==> config.mk <==
export PLATFORM = sky130hd
export DESIGN_NAME = axi4_lite_slave_mem
export DESIGN_NICKNAME = d
export VERILOG_FILES = /design/src/rtl/axi4_lite_slave_mem.sv
export SDC_FILE = /design/constraint.sdc
export NUM_CORES = 2
export LEC_CHECK = 0
export BUFFER_PORTS_ARGS = -buffer_cell sky130_fd_sc_hd__buf_2
export CAP_MARGIN = 30
export CORE_ASPECT_RATIO = 1.4
export CORE_UTILIZATION = 63
export DETAILED_ROUTE_END_ITERATION = 16
export PLACE_DENSITY = 0.78
export REMOVE_ABC_BUFFERS = 1
export SYNTH_ARGS = -nofsm -noshare
export SYNTH_HDL_FRONTEND = slang
export SYNTH_SLANG_ARGS = --single-unit
==> constraint.sdc <==
create_clock -name ACLK -period 60 [get_ports ACLK]
set_clock_uncertainty 0.15 [all_clocks]
set_input_delay 18 -clock ACLK [delete_from_list [all_inputs] [get_ports ACLK]]
set_output_delay 18 -clock ACLK [all_outputs]
set_load 0.03 [all_outputs]
==> src/rtl/axi4_lite_slave_mem.sv <==
// axi4_lite_slave_mem: AXI4-Lite responder over a bank of NUM_REGS 32-bit registers.
// Independent write (collect/commit/respond) and read (idle/data) FSMs, all outputs registered.
module axi4_lite_slave_mem #(
  parameter int DATA_W   = 32,
  parameter int ADDR_W   = 32,
  parameter int NUM_REGS = 32
) (
  input  logic                ACLK,
  input  logic                ARESET,
  input  logic [ADDR_W-1:0]   AWADDR,
  input  logic                AWVALID,
  output logic                AWREADY,
  input  logic [DATA_W-1:0]   WDATA,
  input  logic [DATA_W/8-1:0] WSTRB,
  input  logic                WVALID,
  output logic                WREADY,
  output logic [1:0]          BRESP,
  output logic                BVALID,
  input  logic                BREADY,
  input  logic [ADDR_W-1:0]   ARADDR,
  input  logic                ARVALID,
  output logic                ARREADY,
  output logic [DATA_W-1:0]   RDATA,
  output logic [1:0]          RRESP,
  output logic                RVALID,
  input  logic                RREADY
);
  localparam int IDX_W = $clog2(NUM_REGS);
  localparam logic [ADDR_W-1:0] LIMIT = ADDR_W'(NUM_REGS * 4);
  typedef enum logic [1:0] {W_COLLECT, W_COMMIT, W_RESP} w_state_t;
  typedef enum logic {R_IDLE, R_DATA} r_state_t;
  w_state_t w_state;
  r_state_t r_state;
  logic [DATA_W-1:0] regs [NUM_REGS];
  logic aw_got, w_got, aw_err, aw_hs, w_hs, aw_n, w_n, ar_hs;
  logic [IDX_W-1:0] aw_idx;
  logic [DATA_W-1:0] w_data;
  logic [DATA_W/8-1:0] w_strb;
  assign aw_hs = AWVALID && AWREADY;
  assign w_hs = WVALID && WREADY;
  assign ar_hs = ARVALID && ARREADY;
  assign aw_n = aw_got || aw_hs;
  assign w_n = w_got || w_hs;
  // Range is decided at capture so only the word index and an error flag are held.
  always_ff @(posedge ACLK or posedge ARESET)
    if (ARESET) begin
      w_state <= W_COLLECT;
      aw_got <= 1'b0;
      w_got <= 1'b0;
      aw_err <= 1'b0;
      aw_idx <= '0;
      w_data <= '0;
      w_strb <= '0;
      AWREADY <= 1'b0;
      WREADY <= 1'b0;
      BVALID <= 1'b0;
      BRESP <= 2'b00;
      for (int i = 0; i < NUM_REGS; i++) regs[i] <= '0;
    end else
      case (w_state)
        W_COLLECT: begin
          if (aw_hs) begin
            aw_idx <= AWADDR[2 +: IDX_W];
            aw_err <= AWADDR >= LIMIT;
          end
          if (w_hs) begin
            w_data <= WDATA;
            w_strb <= WSTRB;
          end
          aw_got <= aw_n && !w_n;
          w_got <= w_n && !aw_n;
          AWREADY <= !aw_n;
          WREADY <= !w_n;
          w_state <= aw_n && w_n ? W_COMMIT : W_COLLECT;
        end
        W_COMMIT: begin
          if (!aw_err)
            for (int b = 0; b < DATA_W / 8; b++)
              if (w_strb[b]) regs[aw_idx][8*b +: 8] <= w_data[8*b +: 8];
          BRESP <= aw_err ? 2'b10 : 2'b00;
          BVALID <= 1'b1;
          w_state <= W_RESP;
        end
        W_RESP:
          if (BREADY) begin
            BVALID <= 1'b0;
            AWREADY <= 1'b1;
            WREADY <= 1'b1;
            w_state <= W_COLLECT;
          end
        default: w_state <= W_COLLECT;
      endcase
  // Reads sample the bank before any same-edge commit, so a racing read sees the old word.
  always_ff @(posedge ACLK or posedge ARESET)
    if (ARESET) begin
      r_state <= R_IDLE;
      ARREADY <= 1'b0;
      RVALID <= 1'b0;
      RRESP <= 2'b00;
      RDATA <= '0;
    end else
      case (r_state)
        R_IDLE:
          if (ar_hs) begin
            RDATA <= ARADDR < LIMIT ? regs[ARADDR[2 +: IDX_W]] : '0;
            RRESP <= ARADDR < LIMIT ? 2'b00 : 2'b10;
            RVALID <= 1'b1;
            ARREADY <= 1'b0;
            r_state <= R_DATA;
          end else ARREADY <= 1'b1;
        R_DATA:
          if (RREADY) begin
            RVALID <= 1'b0;
            ARREADY <= 1'b1;
            r_state <= R_IDLE;
          end
      endcase
endmodule

Word level (Yosys, flattened, before mapping)
Cells that the tools add are included.

operators by class
  $lt $le $gt $ge = 5
  equality and inequality tests = 5
  multiplexer cells = 45
  bitwise logic cells = 4
  reduce and logical (&&, ||, !) cells = 21

operators with widths
  cell                   number
  $mux W1024             10
  $bwmux W1024           4
  $demux W32 S5          4
  $bmux W32 S5           1
  $mux W32               4
  $ge A32 B8 Y1 const B  1
  $lt A32 B8 Y1 const B  1
  $mux W24               1
  $mux W16               1
  $reduce_and A2 Y1      7
  $ge A6 B6 Y1 const B   2
  $not A5 Y6             2
  $pmux W1 S2            6
  $mux W1                9
  $mux W8                1
  $logic_and A1 B1 Y1    7
  $lt A6 B1 Y1 const B   1
  $mux W2                3
  $ne A2 B2 Y1 const B   3
  $pmux W2 S3            1
  $reduce_bool A2 Y1     2
  $eq A2 B1 Y1 const B   1
  $eq A2 B2 Y1 const B   1
  $logic_not A1 Y1       2
  3 further kinds        5

storage, ports and cells
  register bits = 1112
  output and inout bits = 41
  word-level logic and storage cells = 128

Depth between registers and ports, before layout
  depth after elaboration = 19
  depth in mapped cells = 9

Least setup slack after synthesis
OpenSTA, ideal clock, no wires.

  path kind = input-to-reg
  start point = input port ARADDR[3]
  end point = register RDATA[11]
  library setup time = 0.140 ns
  arrival = 19.382 ns
  required time = 59.710 ns
  slack = 40.328 ns
  stages on the path = 8
  buffers on the path = 4
  cell sequence = buf_2 buf_6 buf_2 buf_2 mux2i_1 nor2_1 nor4b_1 a221oi_2

between the ends
  longest elaborated chain between the ends = 5

RTL lines
  item                                                   RTL line  text
  start: declaration                                     20        input logic [ADDR_W-1:0] ARADDR,
  branches (longest 4 deep; another with $lt A32 B8 Y1)  -
  $mux W32 (*)                                           105       RDATA <= ARADDR < LIMIT ? regs[ARADDR[2 +: IDX_W]] : '0;
  end signal: assignment                                 105
  end: declaration                                       23        output logic [DATA_W-1:0] RDATA,

Every way passes the cells marked *. The select of a mux whose other input is x is not followed.
A chain may end at the register's enable or synchronous reset.

Worst setup path after layout
  start point = input port ARADDR[3]
  end point = register RDATA[30]

The elaborated chain is that of the path after synthesis.

==> impl_metrics.ini <==
[die]
initial_utilization_pct = 63.6
die_height_um = 339
placeableCoreArea_um2 = 80300
die_area_um2 = 82200
rows = 123
fp.dieW_um = 243
ioPinCount = 148

[power]
p_total_w = 0.00179
power.leakage_nw = 28.0
powerDensity_nw_per_um2 = 31.5
irDropWorstVdd_mv = 0.0393

[global_route]
grt_pass1_vias = 33162
antenna_found_initial = 5
grt_start_max_net_pins = 193
grt_overflow = 0
grt_usage_pct = 33.5
grt_pass1_wl_mm = 206

[timing]
setup_viol = 0
fin_crit_ps = 21250
slew_violations = 0
hold_viol = 0
post-route-period-util_pct = 35.4
worst_slew_pin_slew_ps = 1150
tns_ps = 0
hold_slack_ps = 334
fmax_mhz = 47.1
slew_headroom_pct = 23.1
rsz0062_at_grt = false

[synth]
yosysTopAreaCellShare_pct = 54.4
async_reset_ff_share_pct = 100
syn_area_per_cell_um2 = 14.9
yosys.area.top_type = dfrtp_1
ys_seq_area_share_pct = 54.4
ys_ff_latch = 1110
synth_edf_count = 0
netlist_top_cells_area = dfrtp_1 54%, mux2_2 23%, mux4_2 7.1%
yosysUniqueCellTypes = 62
yosysWarnings = 0
synthCells = 3425
syn_area_um2 = 51100
synthFlopType = dfrtp_1

[clocking]
clk_pin_slew_worst_paths_ps = 60
htreeDepth = 3
cts-root-buf = clkbuf_16
hold_buffers = 0
cts.repair.resized = 0
cts_inserted_buffers = 103
cts_tree = yes
clk_path_buf_depth = 3
clock_sinks = 1110
insertion_delay_ps = 690
cts_setup_buffers = 0

[route]
firstDrtPassIters = 5
drc = 0
m1WireLength_mm = 53.7
routed.top_layer = met5
met2_length_mm = 67.7
ant_nets = 0
wl_per_cell_um = 29.1
wl_met3_mm = 7.27
drt_wl_total_mm = 136
viasPerCell = 6.67
initialDrtViolationCount = 2402
num_vias = 31142

[worst_hold_path]
hold_path.class = reg -> reg
min_to = regs[341]$_DFFE_PP0P_
min-delay-start = regs[341]$_DFFE_PP0P_
hold_depth = 1

[placement]
dp_hpwl_mm = 86.3
portBuffers = 141
place_congestion = 0.855

[setup_path]
r2r_cells = 4
critPathBufInv = 3
crit_family = buffers and inverters
critPathKind = in -> reg
cp_common_cell = buf_4
cp_slowest_cell = buf_4
r2r_slack_ps = 56780
crit_fanout = 92
crit_chain = buf_8, buf_4, buf_4, mux2i_1, a22o_1, a211oi_1, nor4b_1, a221oi_1
r2r_end = regs[613]$_DFFE_PP0P_
arrival_ps = 21670
worst_setup_path_start_kind = input pin
critical_path_required_ps = 60410
end_kind = flop
regToRegStartpoint = aw_idx[0]$_DFFE_PP0P_
cp.depth = 8
slowest_delay_ps = 810

[cells_and_area]
nNetsFinal = 3627
area_growth_pct = 11.4
drive_above_1_share_pct = 48.3

[job]
maxCapViolCount = 0

[run_status]
status = completed
power by group:
part	internal [W]	switching [W]	leakage (nW)
registers	0.000775	0.0000574	15.4
clock network	0.000383	0.000286	1.71
logic	0.000104	0.000187	10.9
total	0.00126	0.000531	28.0
flip-flops by register name, summed over array words and instances, names as in the netlist:
signal   cells
aw_got       1
RRESP        1
RVALID       1
w_strb       4
regs      1024
AWREADY      1
BRESP        1
aw_idx       5
w_data      32
WREADY       1
BVALID       1
w_state      2
RDATA       32
ARREADY      1
w_got        1
aw_err       1
r_state      1
how the worst max path moves through the flow:
stage                     startpoint               endpoint  slack, ps
after floorplan               ARESET    ARREADY$_DFFE_PP0P_      10600
after global placement        ARESET   regs[11]$_DFFE_PP0P_      37120
after detailed placement      ARESET   regs[14]$_DFFE_PP0P_      37160
after CTS                     ARESET  regs[657]$_DFFE_PP0P_      37840
after global routing       ARADDR[3]  RDATA[30]$_DFFE_PP0P_      38640
final                      ARADDR[3]  RDATA[30]$_DFFE_PP0P_      38750
cells in the final DEF, fill, tap and decap left out, types with 6 or more instances in the layout:
master	count
mux2_4	8
clkinv_2	26
nand2_2	21
mux2_2	1049
mux4_2	160
clkbuf_16	106
nor2_2	13
buf_8	7
buf_16	36
a21oi_1	63
nor4_1	12
and4_1	13
mux2i_1	197
nor2_1	26
a211oi_1	19
dfrtp_1	1110
o22ai_1	15
o21ai_0	6
clkbuf_8	23
a221oi_2	29
clkbuf_1	22
buf_4	42
nor2_4	36
a22oi_1	59
bufinv_16	7
nand3_1	25
and4b_1	9
nor2_8	10
o221ai_1	18
nand2_1	185
buf_2	138
mux2_1	36
per-layer routing:
metal	track usage [%]	up-vias
met1	43.9	16835
li1	-	12875
met4	16.9	2
met2	55.2	1097
met5	0	-
met3	4.29	333
cell usage after synthesis, types with 12 or more instances:
| master | count |
|---|---|
| dfrtp_1 | 1110 |
| mux2_2 | 1049 |
| mux2i_1 | 197 |
| nand2_1 | 185 |
| mux4_2 | 160 |
| clkbuf_1 | 109 |
| a21oi_1 | 63 |
| a22oi_1 | 59 |
| buf_2 | 53 |
| mux2_1 | 36 |
| buf_1 | 34 |
| nor2_4 | 34 |
| a221oi_2 | 29 |
| nor2_1 | 28 |
| nand3_1 | 25 |
| nand2_2 | 21 |
| a211oi_1 | 19 |
| buf_4 | 19 |
| buf_6 | 19 |
| o221ai_1 | 18 |
| o22ai_1 | 15 |
| and4_1 | 13 |
| nor2_2 | 13 |
| nor4_1 | 12 |
area by class of cell:
class	count	area (um^2)
inverter	4	22.5
multi-input combinational	2074	22100
timing repair buffer	227	2170
sequential	1110	27800
clock buffer	151	3050
tap	1062	1330
antenna	3	7.51
clock inverter	40	404
fill	5129	23400
cell families (layout without fill, tap and decap cells):
family	after synthesis	count (layout)	share of synthesized area, %
other cells	1	5	0.00734
compound gates	225	225	3.46
mux	1450	1450	35.1
simple gates	397	397	4.65
flops	1110	1110	54.4
buf+inv	242	422	2.42
stage by stage:
stage	setup slack [ps]	util, %	std cells	area (um^2)
floorplan	10600	-	3188	49900
CTS	37840	70.1	4646	56300
global route	38640	70.8	4668	56900
global placement	37120	65.1	4434	52300
finish	38750	70.8	4671	56900
detailed placement	37160	65.8	4455	52800
Note: power is estimated with default switching activity, not from simulation.
